===== src/rtl/xadc_pkg.sv =====
// Shared definitions for the XADC auxiliary-channel sequencer: state encoding,
// per-channel DRP addresses and small channel-selection helpers.
package xadc_pkg;

  localparam int CH_W = 2;
  localparam int N_CH = 4;

  localparam logic [6:0] ADDR_VAUX2  = 7'h12;
  localparam logic [6:0] ADDR_VAUX3  = 7'h13;
  localparam logic [6:0] ADDR_VAUX10 = 7'h1A;
  localparam logic [6:0] ADDR_VAUX11 = 7'h1B;

  typedef enum logic [2:0] {
    IDLE,
    WAIT_EOC,
    ISSUE,
    WAIT_DRDY,
    DELIVER
  } state_t;

  function automatic logic [6:0] ch_addr(input logic [CH_W-1:0] ch);
    logic [6:0] addr;
    case (ch)
      2'd0:    addr = ADDR_VAUX2;
      2'd1:    addr = ADDR_VAUX3;
      2'd2:    addr = ADDR_VAUX10;
      default: addr = ADDR_VAUX11;
    endcase
    return addr;
  endfunction

  // Lowest enabled channel; 0 when nothing is enabled.
  function automatic logic [CH_W-1:0] lowest_ch(input logic [N_CH-1:0] mask);
    logic [CH_W-1:0] ch;
    ch = '0;
    for (int i = N_CH - 1; i >= 0; i--) begin
      if (mask[i]) ch = CH_W'(i);
    end
    return ch;
  endfunction

endpackage


===== src/rtl/xadc_rr_next.sv =====
// Round-robin pick of the next enabled channel strictly above the current one,
// wrapping 3 -> 0; falls back to the current channel when no other bit is set.
module xadc_rr_next
  import xadc_pkg::*;
(
  input  logic [CH_W-1:0] current,
  input  logic [N_CH-1:0] mask,
  output logic [CH_W-1:0] next_ch
);

  logic [CH_W-1:0] idx;
  logic            found;

  always_comb begin
    next_ch = current;
    idx     = '0;
    found   = 1'b0;
    // Offset N_CH wraps back onto the current channel itself.
    for (int k = 1; k <= N_CH; k++) begin
      idx = current + CH_W'(k);
      if (!found && mask[idx]) begin
        next_ch = idx;
        found   = 1'b1;
      end
    end
  end

endmodule


===== src/rtl/xadc_channel_sequencer.sv =====
// Round-robin XADC auxiliary-channel sequencer: waits for EOC, issues a DRP
// read per enabled channel, delivers the 12-bit code. Define
// XADC_SEQ_AVERAGE_EN to average four consecutive reads per channel.
module xadc_channel_sequencer
  import xadc_pkg::*;
#(
  parameter int TIMEOUT_CYCLES = 64,
  parameter int SAMPLE_MSB     = 15
) (
  input  logic        clock,
  input  logic        reset,
  input  logic        enable,
  input  logic [3:0]  channel_mask,
  input  logic        eoc_in,
  output logic [6:0]  daddr_out,
  output logic        den_out,
  input  logic        drdy_in,
  input  logic [15:0] do_in,
  output logic        sample_valid,
  output logic [1:0]  sample_channel,
  output logic [11:0] sample_data,
  output logic        timeout_err,
  output logic        busy
);

  localparam int TO_W = $clog2(TIMEOUT_CYCLES + 1);

  state_t          state;
  state_t          state_nxt;
  logic [CH_W-1:0] ch_ptr;
  logic [CH_W-1:0] ch_next;
  logic [TO_W-1:0] to_cnt;
  logic [11:0]     code;
  logic [11:0]     result;
  logic [11:0]     sample_data_q;
  logic [1:0]      sample_channel_q;
  logic            drdy_hit;
  logic            to_hit;
  logic            last_read;
  logic            unused_do;

  assign code      = do_in[SAMPLE_MSB -: 12];
  assign unused_do = ^do_in;
  assign drdy_hit  = (state == WAIT_DRDY) && drdy_in;
  // drdy_in beats a timeout landing on the same cycle.
  assign to_hit    = (state == WAIT_DRDY) && !drdy_in &&
                     (to_cnt == TO_W'(TIMEOUT_CYCLES - 1));

  xadc_rr_next u_rr_next (
    .current (ch_ptr),
    .mask    (channel_mask),
    .next_ch (ch_next)
  );

`ifdef XADC_SEQ_AVERAGE_EN
  logic [13:0] acc_q;
  logic [1:0]  rd_cnt_q;
  logic [13:0] acc_sum;

  assign acc_sum   = acc_q + 14'(code);
  assign last_read = (rd_cnt_q == 2'd3);
  assign result    = acc_sum[13:2];

  always_ff @(posedge clock or posedge reset) begin
    if (reset) begin
      acc_q    <= '0;
      rd_cnt_q <= '0;
    end else if (state == IDLE || to_hit || (drdy_hit && last_read)) begin
      acc_q    <= '0;
      rd_cnt_q <= '0;
    end else if (drdy_hit) begin
      acc_q    <= acc_sum;
      rd_cnt_q <= rd_cnt_q + 2'd1;
    end
  end
`else
  assign last_read = 1'b1;
  assign result    = code;
`endif

  always_ff @(posedge clock or posedge reset) begin
    if (reset) state <= IDLE;
    else       state <= state_nxt;
  end

  always_comb begin
    state_nxt = state;
    case (state)
      IDLE: begin
        if (enable && (channel_mask != 4'd0)) state_nxt = WAIT_EOC;
      end
      WAIT_EOC: begin
        if (!enable || (channel_mask == 4'd0)) state_nxt = IDLE;
        else if (eoc_in)                       state_nxt = ISSUE;
      end
      ISSUE: state_nxt = WAIT_DRDY;
      WAIT_DRDY: begin
        if (drdy_in) begin
          if (last_read)   state_nxt = DELIVER;
          else if (enable) state_nxt = WAIT_EOC;
          else             state_nxt = IDLE;
        end else if (to_hit) begin
          state_nxt = enable ? WAIT_EOC : IDLE;
        end
      end
      DELIVER: state_nxt = enable ? WAIT_EOC : IDLE;
      default: state_nxt = IDLE;
    endcase
  end

  always_comb begin
    den_out        = (state == ISSUE);
    busy           = (state == ISSUE) || (state == WAIT_DRDY);
    sample_valid   = (state == DELIVER);
    timeout_err    = to_hit;
    daddr_out      = ch_addr(ch_ptr);
    sample_data    = sample_data_q;
    sample_channel = sample_channel_q;
  end

  // The pointer only moves on leaving IDLE, on delivery and on timeout, so
  // daddr_out stays put for the whole read.
  always_ff @(posedge clock or posedge reset) begin
    if (reset) begin
      ch_ptr           <= '0;
      to_cnt           <= '0;
      sample_data_q    <= '0;
      sample_channel_q <= '0;
    end else begin
      if (state == IDLE && state_nxt == WAIT_EOC && !channel_mask[ch_ptr])
        ch_ptr <= lowest_ch(channel_mask);
      else if (state == DELIVER || to_hit)
        ch_ptr <= ch_next;

      if (state == ISSUE)          to_cnt <= '0;
      else if (state == WAIT_DRDY) to_cnt <= to_cnt + TO_W'(1);

      if (drdy_hit && last_read) begin
        sample_channel_q <= ch_ptr;
        sample_data_q    <= result;
      end
    end
  end

endmodule


===== config.mk =====
export PLATFORM = sky130hd
export DESIGN_NAME = xadc_channel_sequencer
export DESIGN_NICKNAME = d
export VERILOG_FILES = /design/src/rtl/xadc_pkg.sv /design/src/rtl/xadc_rr_next.sv /design/src/rtl/xadc_channel_sequencer.sv
export SDC_FILE = /design/constraint.sdc
export NUM_CORES = 1
export LEC_CHECK = 0
export ABC_CLOCK_PERIOD_IN_PS = 5800
export CORE_UTILIZATION = 35
export DETAILED_ROUTE_END_ITERATION = 7
export PLACE_DENSITY_LB_ADDON = 0.3
export SYNTH_ARGS = -nofsm -noshare
export SYNTH_HDL_FRONTEND = slang
export SYNTH_SLANG_ARGS = --single-unit

===== constraint.sdc =====
create_clock -name clock -period 5.8 [get_ports clock]
set_input_delay 1.16 -clock clock [delete_from_list [all_inputs] [get_ports clock]]
set_output_delay 1.16 -clock clock [all_outputs]
set_load 0.005 [all_outputs]

==> results.md, run 1 <==
- Status: finished clean
- Max_slew headroom: 36.5%
- Total power: slightly above 900 uW
- CP cell instances: clkdlybuf4s50_1, nand4bb_1, nor3_1, clkdlybuf4s50_1
- Pleak: 0.000875 uW
- CP endpoint kind: output pin
- Iter 0 DRT Violations: 76
- Die Y-Extent: 68.8 microns
- Reg2reg setup slack: approximately 3.4 ns
- Mapped Avg Cell Area: 10.1 sq um
- Area leader, netlist: dfrtp_1
- Die area: 4740 sq um
- Async set-reset flop share out of synthesis: 100%
- # port buffers: 40
- RSZ-0062 raised after global routing: no
- Pins over their slew limit: 0
- CP Class: primary input to output pin
- Final core area utilization: 49.3%
- Initial Utilization: 37.7%
- CTS Sinks: 26
- Reg2reg start: ch_ptr[0]
- Synth top area cells: dfrtp_1, mux2_2, nand2_1, o21ai_0, mux4_1
- # setup viols final: 0
- PwrDens: 446 nW/um^2
- Vias in the first global route: 1227
- Synth cell types: 46
- Total I/O pin count: 50
- Final min period: approximately 3.7 ns
- Clock-pin slew on the worst setup and hold paths: around 0.080 ns
- Gpl congestion: 0.771
- Post-Syn Instances: 155
- Layout Area Growth over Synthesis: 30.6%
- Post-synth top area share: a little over two fifths
- TritonRoute pass-1 iters: 4
- Total core area: 4140 sq um
- Overall Global Routing Usage: between 10% and 20%
- Dpl hpwl: 2460 microns
- Final-stage net count: 222
- # hold bufs at CTS: 0
- Vias: 1288
- Rows: 23
- Antenna cells: 0
- Max FO, Critical Path: 3
- TritonCTS Buffers: 3
- Worst Hold Path EP: sample_channel[1]
- Hold-critical path depth: 2
- Initial antenna violation count: 0
- Final WL: 3250 microns
- Antenna viol nets, final: 0
- Hold Slack: 0.492 ns
- Htree depth: 1
- CTS resizes: 0
- Reg2Reg Capture Point: ch_ptr[1]
- CP max stage cell: clkdlybuf4s50_1
- DRC Markers: 0
- CTS tree: built
- CTS max path bufs: 2
- Die X-Extent: 68.8 microns
- Min-delay src: sample_channel[1]
- First-pass GRT wire length: 5180 microns
- Slowest stage delay, CP: 0.53 ns
- Cell Area, Synth: 1560 sq um
- Max_cap viols: 0
- Yosys reg bits: 26
- Placed cell area: 1970 sq um
- Largest net degree at the start of global routing: 27
- Layout cells sized above 1: 14.1%
- Ys Warns: 0
- Sum Neg Setup Slack: 0 ns
- Post-synth EDFFs: 0
- Least-Margin Pin Slew: 0.952 ns
- Most numerous cell on the critical path: clkdlybuf4s50_1
- CP Launch Type: primary input
- Worst vdd ir: 0.000223 V
- Overflow after GRT: 0
- Post-synthesis sequential area ratio: 41.6%
- DR WL/cell: 13.4 microns
- Post-route cell area: 2040 sq um
- Worst-Skew Late Latency: 0.27 ns
- Worst EP arrival: 2.57 ns
- Postcts setup bufs: 0
- Post-DR vias/cell: 5.32
- Hold Path Class: flop to flop
- Hold Fails Final Rpt: 0
- R2R depth: 6
- Clk_skew: 0.00941 ns
- Fmax: 0.268 GHz
- Required @ worst endpoint: 4.64 ns
- Tcrit/Tclk final: 64.4%
- Clock Root Buffer: clkbuf_8
- Main synth FF type: dfrtp_1
-- Yosys cell counts, types with 3 or more instances --
| cell | number |
|---|---|
| inv_1 | 11 |
| o21ai_0 | 13 |
| a21oi_1 | 4 |
| nand3_1 | 3 |
| nor3_1 | 3 |
| nor2_1 | 7 |
| ha_1 | 4 |
| buf_4 | 5 |
| nand2_1 | 21 |
| dfrtp_1 | 26 |
| mux2_2 | 12 |
-- critical path: cells and delay by family --
| kind | cells | cell delay, ns |
|---|---|---|
| buffers and inverters | 2 | 0.97 |
| AND/OR/NAND/NOR | 2 | 0.43 |
-- sequential cells by signal, summed over array words and instances, names as in the netlist --
register / cells
state: 3
sample_data: 12
ch_ptr: 2
sample_channel: 2
to_cnt: 7
-- area by class of cell --
type	instances	area, sq um
Clock buffer	3	41.3
Timing Repair Buffer	40	400
Sequential cell	26	651
Fill cell	390	2100
Inverter	11	41.3
Multi-Input combinational cell	111	817
Tap cell	50	62.6
Clock inverter	1	30.0
-- through the flow --
step           cells  setup WS, ns
4_1_cts          242          2.06
5_1_grt          242          2.00
2_1_floorplan    158          3.08
3_3_place_gp     238          2.09
3_5_place_dp     238          2.06
6_report         242          2.07
-- cells in the final DEF, fill, tap and decap left out, types with 3 or more instances in the layout --
master,instances
clkdlybuf4s50_1,40
dfrtp_1,26
nand2_1,21
o21ai_0,13
mux2_2,12
inv_1,11
nor2_1,7
conb_1,5
a21oi_1,4
ha_1,4
nand3_1,3
nor3_1,3
clkbuf_8,3
-- logic make-up (layout without fill, tap and decap cells) --
group | Yosys count | in the layout | share of synthesized area, %
and+or+nand+nor | 50 | 50 | 16.2
AOI/OAI and AO/OA | 35 | 35 | 16.1
buffers and inverters | 21 | 55 | 6.88
adders and majority gates | 4 | 4 | 3.20
other | 2 | 5 | 0.480
muxes | 17 | 17 | 15.5
DFF | 26 | 26 | 41.6
-- routing by layer --
layer / share of wire (%) / GRT usage, % / vias to the layer above
met5: 0 / 0 / -
li1: - / - / 625
met3: 7.1 / 3.95 / 0
met2: 50 / 23.9 / 47
met1: 43 / 17.5 / 616
met4: 0 / 5.10 / 0
-- worst max-delay path by stage --
stage / start / end / slack [ns] / cells after the start
after floorplan: channel_mask[3] / ch_ptr[1] / 3.08 / 6
after global placement: drdy_in / timeout_err / 2.09 / 4
after detailed placement: drdy_in / timeout_err / 2.06 / 4
final: drdy_in / timeout_err / 2.07 / 4
after global routing: drdy_in / timeout_err / 2.00 / 4
after CTS: drdy_in / timeout_err / 2.06 / 4
-- where the power goes --
part | switching [uW] | internal [uW]
clock network | 53.9 | 92.2
logic | 175 | 259
registers | 77.0 | 253
total | 306 | 605
Note: power is estimated with default switching activity, not from simulation.
==> run 2, diff against run 1 <==
--- a/config.mk
+++ b/config.mk
@@ -5,7 +5,7 @@
 export SDC_FILE = /design/constraint.sdc
 export NUM_CORES = 1
 export LEC_CHECK = 0
-export ABC_CLOCK_PERIOD_IN_PS = 5800
+export ABC_CLOCK_PERIOD_IN_PS = 3300
 export CORE_UTILIZATION = 35
 export DETAILED_ROUTE_END_ITERATION = 7
 export PLACE_DENSITY_LB_ADDON = 0.3
==> constraint.sdc (replaced) <==
create_clock -name clock -period 3.3 [get_ports clock]
set_input_delay 0.66 -clock clock [delete_from_list [all_inputs] [get_ports clock]]
set_output_delay 0.66 -clock clock [all_outputs]
set_load 0.005 [all_outputs]
==> run 2 against run 1 <==
  * Die area stayed put
  * Largest cell class unchanged
  * Critical endpoint unchanged
  * Register-to-register slack worse by 2.6 ns
  * Clock-buffer cell count stayed put
  * First-iteration DRC count is 21% higher
  * Worst setup slack worse by 1.5 ns
  * Clock skew is 0.0027 ns higher
  * Cell count stayed put
  * Via count is 1.4% higher
==> results.md, run 2 (synthesis results as in run 1) <==
- Die Y-Extent: 68.8 microns (unchanged)
- CTS resizes: 0 (unchanged)
- Final min period: 2.77 ns
- Seq pwr share: 36.1% (-0.2 points)
- Hold Fails Final Rpt: 0 (unchanged)
- Hold Slack: 0.490 ns (-0.00215 ns)
- Final-stage net count: 222 (unchanged)
- Initial antenna violation count: 0 (unchanged)
- Post-route cell area: 2040 sq um (unchanged)
- Clk network pwr share: 16.2% (+0.2 points)
- RSZ-0062 raised after global routing: no
- Max_cap viols: 0 (unchanged)
- Most frequent cells in the layout: clkdlybuf4s50_1, dfrtp_1, nand2_1
- CP max stage cell: clkdlybuf4s50_1
- Int Pwr: 1060 uW (+76%)
- Pleak: 0.000875 uW (unchanged)
- Clock Root Buffer: clkbuf_8
- CTS tree: built
- Logic gate share of total power: 47.7% (about the same)
- Overflow after GRT: 0 (unchanged)
- Die area: 4740 sq um (unchanged)
- Least-Margin Pin Slew: 0.974 ns (+0.0217 ns)
- Most numerous cell on the critical path: clkdlybuf4s50_1
- First-pass GRT wire length: 5910 microns (+14%)
- Total I/O pin count: 50 (unchanged)
- Tcrit/Tclk final: between 80 and 90%
- Layout Area Growth over Synthesis: 30.6% (unchanged)
- Pins over their slew limit: 0 (unchanged)
- Filler Cell Count: 379 (-2.8%)
- CTS Sinks: 26 (unchanged)
- Post-DR vias/cell: 5.40 (+1.4%)
- Switching share of total power: 34.0% (+0.49 points)
- # port buffers: 40 (unchanged)
- CP cell instances: clkdlybuf4s50_1, nand4bb_1, nor3_1, clkdlybuf4s50_1
- Vias in the first global route: 1338 (+9.0%)
- DRC Markers: 0 (unchanged)
- CP Launch Type: primary input
- Worst EP arrival: 2.11 ns (-0.46 ns)
- Largest register FFs: 12 (unchanged)
- Hold Path Class: flop to flop
- Placed cell area: 1970 sq um (unchanged)
- Postcts setup bufs: 0 (unchanged)
- Htree depth: 1 (unchanged)
- Gpl congestion: 0.770 (about the same)
- PwrDens: 790 nW/um^2 (+77%)
- Antenna cells: 0 (unchanged)
- Max FO, Critical Path: 3 (unchanged)
- Dpl hpwl: 2500 microns (+1.6%)
- # setup viols final: 0 (unchanged)
- Family with the most delay on the worst path: buffers and inverters
- Clock-pin slew on the worst setup and hold paths: 0.08 ns (about the same)
- Final WL: 3470 microns (+6.9%)
- Total core area: 4140 sq um (unchanged)
- Initial Utilization: 37.7% (unchanged)
- Required @ worst endpoint: 2.64 ns (-2.00 ns)
- TritonCTS Buffers: 3 (unchanged)
- Antenna viol nets, final: 0 (unchanged)
- Iter 0 DRT Violations: 92 (+21%)
- Sum Neg Setup Slack: 0 ns (unchanged)
- Most common cell after layout, fill and taps aside: clkdlybuf4s50_1
- Overall Global Routing Usage: 16.6% (+2.4 points)
- Rows: 23 (unchanged)
- Worst-Skew Late Latency: 0.27 ns (about the same)
- Largest net degree at the start of global routing: 27 (unchanged)
- Fmax: 0.362 GHz
- Die X-Extent: 68.8 microns (unchanged)
- CP Class: primary input to output pin
- Layout cells sized above 1: 14.1% (unchanged)
- # hold bufs at CTS: 0 (unchanged)
- Vias: 1306 (+1.4%)
- Status: finished clean
- DR WL/cell: 14.3 microns (+6.9%)
- CP bufs+invs: 2 (unchanged)
- CTS max path bufs: 2 (unchanged)
- TritonRoute pass-1 iters: 4 (unchanged)
- Worst vdd ir: 0.000556 V (+150%)
- Max_slew headroom: 35.0% (-1.5 points)
- Net Switching: 549 uW (+80%)
- Clk_skew: 0.0121 ns (+0.00266 ns)
- Slowest stage delay, CP: 0.54 ns (about the same)
- CP endpoint kind: output pin
## run 2: cell counts in the layout (fill, tap and decap cells not counted)
No cell type changed its count.
## run 2: metal layers
layer / part of all wire, % / track usage, % / vias to the layer above
met4: 1.4 / 6.12 / 0
met1: 44 / 20.9 / 631
li1: - / - / 625
met3: 5.6 / 3.62 / 4
met5: 0 / 0 / -
met2: 49 / 27.9 / 46
## run 2: power groups by stage
stage	combinational (uW)	sequential, uW	clock, uW
after floorplan	464	544	0
after global placement	742	575	0
after detailed placement	768	587	0
after CTS	776	581	267
after global routing	849	604	276
final	769	583	262
## run 2: cell type report
class | count | area [sq um] | share of cell area (%)
clock buffer | 3 | 41.3 | 2.02
clock inverter | 1 | 30.0 | 1.47
multi-input combinational | 111 | 817 | 40.0
inverter | 11 | 41.3 | 2.02
sequential | 26 | 651 | 31.8
timing repair buffer | 40 | 400 | 19.6
tap | 50 | 62.6 | 3.06
## run 2: worst paths after layout
kind,slack (ns),from,cells after the start,to
min,0.49,sample_channel[0],2,sample_channel[0]
max in group asynchronous,1.79,reset,2,ch_ptr[0]
min reg2reg,0.49,sample_channel[0],2,sample_channel[0]
max reg2reg,0.83,ch_ptr[0],6,ch_ptr[1]
max,0.53,drdy_in,4,timeout_err
min in group asynchronous,0.91,reset,2,sample_data[5]
## run 2: worst min-delay path, cell delays in order, from the launching register on
cell and delay, ns:
dfrtp_1 0.35, nand2_1 0.04, o21ai_0 0.06
## run 2: stage by stage
step | util (%) | setup slack (ns) | power [uW] | instances
after floorplan | - | 1.08 | 1010 | 158
after global placement | 47.6 | 0.476 | 1320 | 238
after detailed placement | 47.6 | 0.383 | 1360 | 238
after CTS | 49.3 | 0.544 | 1620 | 242
after global routing | 49.3 | 0.477 | 1730 | 242
final | 49.3 | 0.534 | 1610 | 242
==> RTL change 1: new RTL, config.mk and constraints of run 2 <==
Build with the macro `XADC_SEQ_AVERAGE_EN` defined.
--- a/src/rtl/xadc_channel_sequencer.sv
+++ b/src/rtl/xadc_channel_sequencer.sv
@@ -3,2 +3,4 @@
 // XADC_SEQ_AVERAGE_EN to average four consecutive reads per channel.
+`define XADC_SEQ_AVERAGE_EN
+
 module xadc_channel_sequencer
Formal check against the unedited RTL: not equivalent (a bounded check fails within 10 cycles, from zero or initial values and one cycle with reset high).
==> RTL change 1 against run 2 <==
Maximum frequency down 0.89%; largest power group unchanged; routed wire length up 80%; first-iteration DRC count grew 11%; worst setup slack worse by 0.025 ns; total power is 64% higher; sequential power up 50%; synthesized area is 80% higher; design area increased by 64%; sequential cell count is 16 higher.
==> RTL change 1: results (changes against run 2) <==
- Status: finished, final reports clean (unchanged)
- Detailed placer's ending HPWL: 4.45 mm (was 2.50 mm)
- Pwr Density: 790 nW/µm² (about the same)
- Wire length on met1: 3.01 mm (was 1.54 mm)
- Number of ordinary inverters in the final layout: 12 (was 11)
- Met3 track utilization from global routing: 3.15% (was 3.62%)
- Num CTS Buffers: 5 (was 3)
- Vias per std cell: 5.25 (was 5.40)
- Maximum number of pins on one net before global-route repair: 43 (was 27)
- Register area share after synthesis: 37.3% (was 41.6%)
- Count of non-CTS buffers in the layout: 42 (was 40)
- Max rail drop VDD: 0.354 mV (was 0.556 mV)
- Finished Layout Cells: 432 (was 242)
- FF+latch count, synth: 42 (was 26)
- Fraction of standard cell area in multi-input logic: 48.7% (was 40.0%)
- Relative slew margins: 59.1% (was 35.0%)
- Largest clock skew in the final design: 0.00326 ns (was 0.0121 ns)
- Comb group: 1.45 mW (was 0.769 mW)
- Count of multi-input combinational gates: 227 (was 111)
- Met2 Routed Length: 2.96 mm (was 1.69 mm)
- Worst R2R Setup Slack: 0.92 ns (was 0.83 ns)
- Family with the most delay on the worst path: compound AO/OA/AOI/OAI gates (was buffers and inverters)
- Wire length per cell after detailed routing: 14.5 µm (was 14.3 µm)
- Hold Path Sink: sample_data[2] (was sample_channel[0])
- Number of instances in the synthesized netlist: 296 (was 155)
- Number of clock buffer instances in the layout: 7 (was 3)
- Fraction of area in clock buffers and inverters: 2.28% (was 3.49%)
- Global routing usage summed across all routing layers: 15.9% (was 16.6%)
- Longest individual stage delay on the worst path: 0.42 ns (was 0.54 ns)
RTL change 1: cell count changes after synthesis, moves of 9 or more:
cell / change
sky130_fd_sc_hd__nor2_1: +13
sky130_fd_sc_hd__ha_1: +13
sky130_fd_sc_hd__a21o_1: +9
sky130_fd_sc_hd__dfrtp_1: +16
sky130_fd_sc_hd__a21oi_1: +12
RTL change 1: how the worst max path moves through the flow:
stage                     startpoint         to  depth (start not counted)
after CTS                   do_in[4]  acc_q[10]                          8
after global placement      do_in[4]  acc_q[10]                          8
after detailed placement    do_in[4]  acc_q[10]                          8
final                       do_in[4]  acc_q[10]                          8
after floorplan             do_in[4]  acc_q[10]                          7
after global routing        do_in[4]  acc_q[10]                          8
RTL change 1: cell families after synthesis:
logic type      count (synthesis)  synth area share [%]
compound gates                100                  25.8
xor+xnor                        6                  1.87
fa+ha+maj                      18                  8.26
buf+inv                        30                  5.42
flops                          42                  37.3
mux                            13                  5.33
other cells                     2                 0.267
simple gates                   85                  15.8
==> RTL change 2: new RTL, settings of run 2 <==
Made on the original files. Encoding of `state_t`: now one-hot (5 bits for 5 states).
--- a/src/rtl/xadc_pkg.sv
+++ b/src/rtl/xadc_pkg.sv
@@ -12,8 +12,8 @@
 
-  typedef enum logic [2:0] {
-    IDLE,
-    WAIT_EOC,
-    ISSUE,
-    WAIT_DRDY,
-    DELIVER
+  typedef enum logic [4:0] {
+    IDLE      = 5'b00001,
+    WAIT_EOC  = 5'b00010,
+    ISSUE     = 5'b00100,
+    WAIT_DRDY = 5'b01000,
+    DELIVER   = 5'b10000
   } state_t;
Behaviour: same outputs for any inputs over 10 cycles, from zero or initial values and one cycle with reset high; not proved beyond that.
==> RTL change 2 against run 2 <==
The flow now finishes with violations (DRC); synthesized cell count increased by 4.5%; first-iteration DRC count fell by 43%; critical endpoint unchanged; largest cell class unchanged; synthesized area grew 5.8%; sequential cell count grew 2; worst setup slack got worse by 0.19 ns; largest power group unchanged; global-route usage down 2.9 points; combinational power shrank 37%; total power decreased by 23%; count of clock-buffer cells in the layout unchanged; routed wire length shrank 6.1%; design area rose by 4.2%; clock power is 5% higher.
==> RTL change 2: results (changes against run 2) <==
- Status: finished, violations left (was finished, final reports clean)
- Violated checks: DRC
- Clock Sinks: 28 (was 26)
- Fraction of final layout cells sized beyond drive strength 1: 14.6% (was 14.1%)
- Met1 GRT Util: 18.8% (was 20.9%)
- Global routing usage summed across all routing layers: 13.8% (was 16.6%)
- Synth area leaders: sky130_fd_sc_hd__dfrtp_1 41%, sky130_fd_sc_hd__mux2_2 9.5%, sky130_fd_sc_hd__mux4_2 5.4%, sky130_fd_sc_hd__ha_1 3.0%, sky130_fd_sc_hd__nand2_1 2.7% (was sky130_fd_sc_hd__dfrtp_1 42%, sky130_fd_sc_hd__mux2_2 8.6%, sky130_fd_sc_hd__nand2_1 5.0%, sky130_fd_sc_hd__o21ai_0 4.2%, sky130_fd_sc_hd__mux4_1 3.4%)
- Total of fill cells in the finished design: 431 (was 379)
- Distinct cell type count of the synthesized netlist: 44 (was 46)
- Register area share after synthesis: 42.4% (was 41.6%)
- Vias after detailed routing: 1,301 (was 1,306)
- Worst R2R Setup Slack: 1.08 ns (was 0.83 ns)
- Signal buf overhead: 19.2% (was 19.6%)
- Wire length on met1: 1.60 mm (was 1.54 mm)
- Count of multi-input combinational gates: 114 (was 111)
- Family with the most delay on the worst path: simple AND/OR/NAND/NOR gates (was buffers and inverters)
- Count of non-CTS buffers in the layout: 41 (was 40)
- Met3 track utilization from global routing: 4.84% (was 3.62%)
- Met3 layer wire length in the routed design: 217 µm (was 193 µm)
- Width of the chip: 70.7 µm (was 68.8 µm)
- Longest individual stage delay on the worst path: 0.56 ns (was 0.54 ns)
- DRC violation count after routing: 4 (was 0)
- First-pass GRT wire length: 5.64 mm (was 5.91 mm)
- Detailed placer's ending HPWL: 2.36 mm (was 2.50 mm)
- Share of the synthesized netlist area taken by xor and xnor gates: 3.18% (was 0%)
- Compound-gate portion of the synthesized area: 12.0% (was 16.1%)
- Met2 Routed Length: 1.44 mm (was 1.69 mm)
- Multiplexer share of the synthesized area: 15.6% (was 15.5%)
- Fraction of area in clock buffers and inverters: 3.35% (was 3.49%)
- Fraction of standard cell area in multi-input logic: 39.5% (was 40.0%)
- Beginning of the critical path: state[1] (was drdy_in)
- Pin slew with the least headroom to its limit: 0.614 ns (was 0.974 ns)
- Sequential cell area: 702 µm² (was 651 µm²)
- Number of cells on the worst reg-to-reg path: 7 (was 6)
- Maximum number of pins on one net before global-route repair: 29 (was 27)
- Clk pwr: 0.275 mW (was 0.262 mW)
- Max rail drop VDD: 0.270 mV (was 0.556 mV)
- Met2 track utilization from global routing: 22.2% (was 27.9%)
- Leakage power: 0.970 nW (was 0.875 nW)
- Post-detailed-placement cell area: 2060 µm² (was 1970 µm²)
- Highest routed layer: met3 (was met4)
- Synth Area in Adders: 3.03% (was 3.20%)
- Final net count: 228 (was 222)
- Number of DRC violations after detailed-routing iteration 0: 52 (was 92)
==> RTL change 2: metrics by stage <==
stage | setup slack (ns) | std cells | util, % | power (mW) | hold WS, ns
2_1_floorplan | 1.13 | 165 | - | 0.813 | 0.445
3_3_place_gp | 0.539 | 246 | 46.3 | 0.962 | 0.465
3_5_place_dp | 0.458 | 246 | 46.3 | 0.967 | 0.470
4_1_cts | 0.346 | 250 | 47.9 | 1.24 | 0.490
5_1_grt | 0.191 | 250 | 47.9 | 1.33 | 0.509
6_report | 0.342 | 250 | 47.9 | 1.23 | 0.497
==> RTL change 2: cell families (layout without fill, tap and decap cells) <==
logic type / count (synthesis) / in the layout
AND/OR/NAND/NOR: 49 / 49
AO/OA/AOI/OAI: 31 / 31
flip-flops: 28 / 28
buffers and inverters: 23 / 56
multiplexers: 19 / 19
XOR/XNOR: 6 / 6
adder cells (fa/ha/maj): 4 / 4
other: 2 / 5
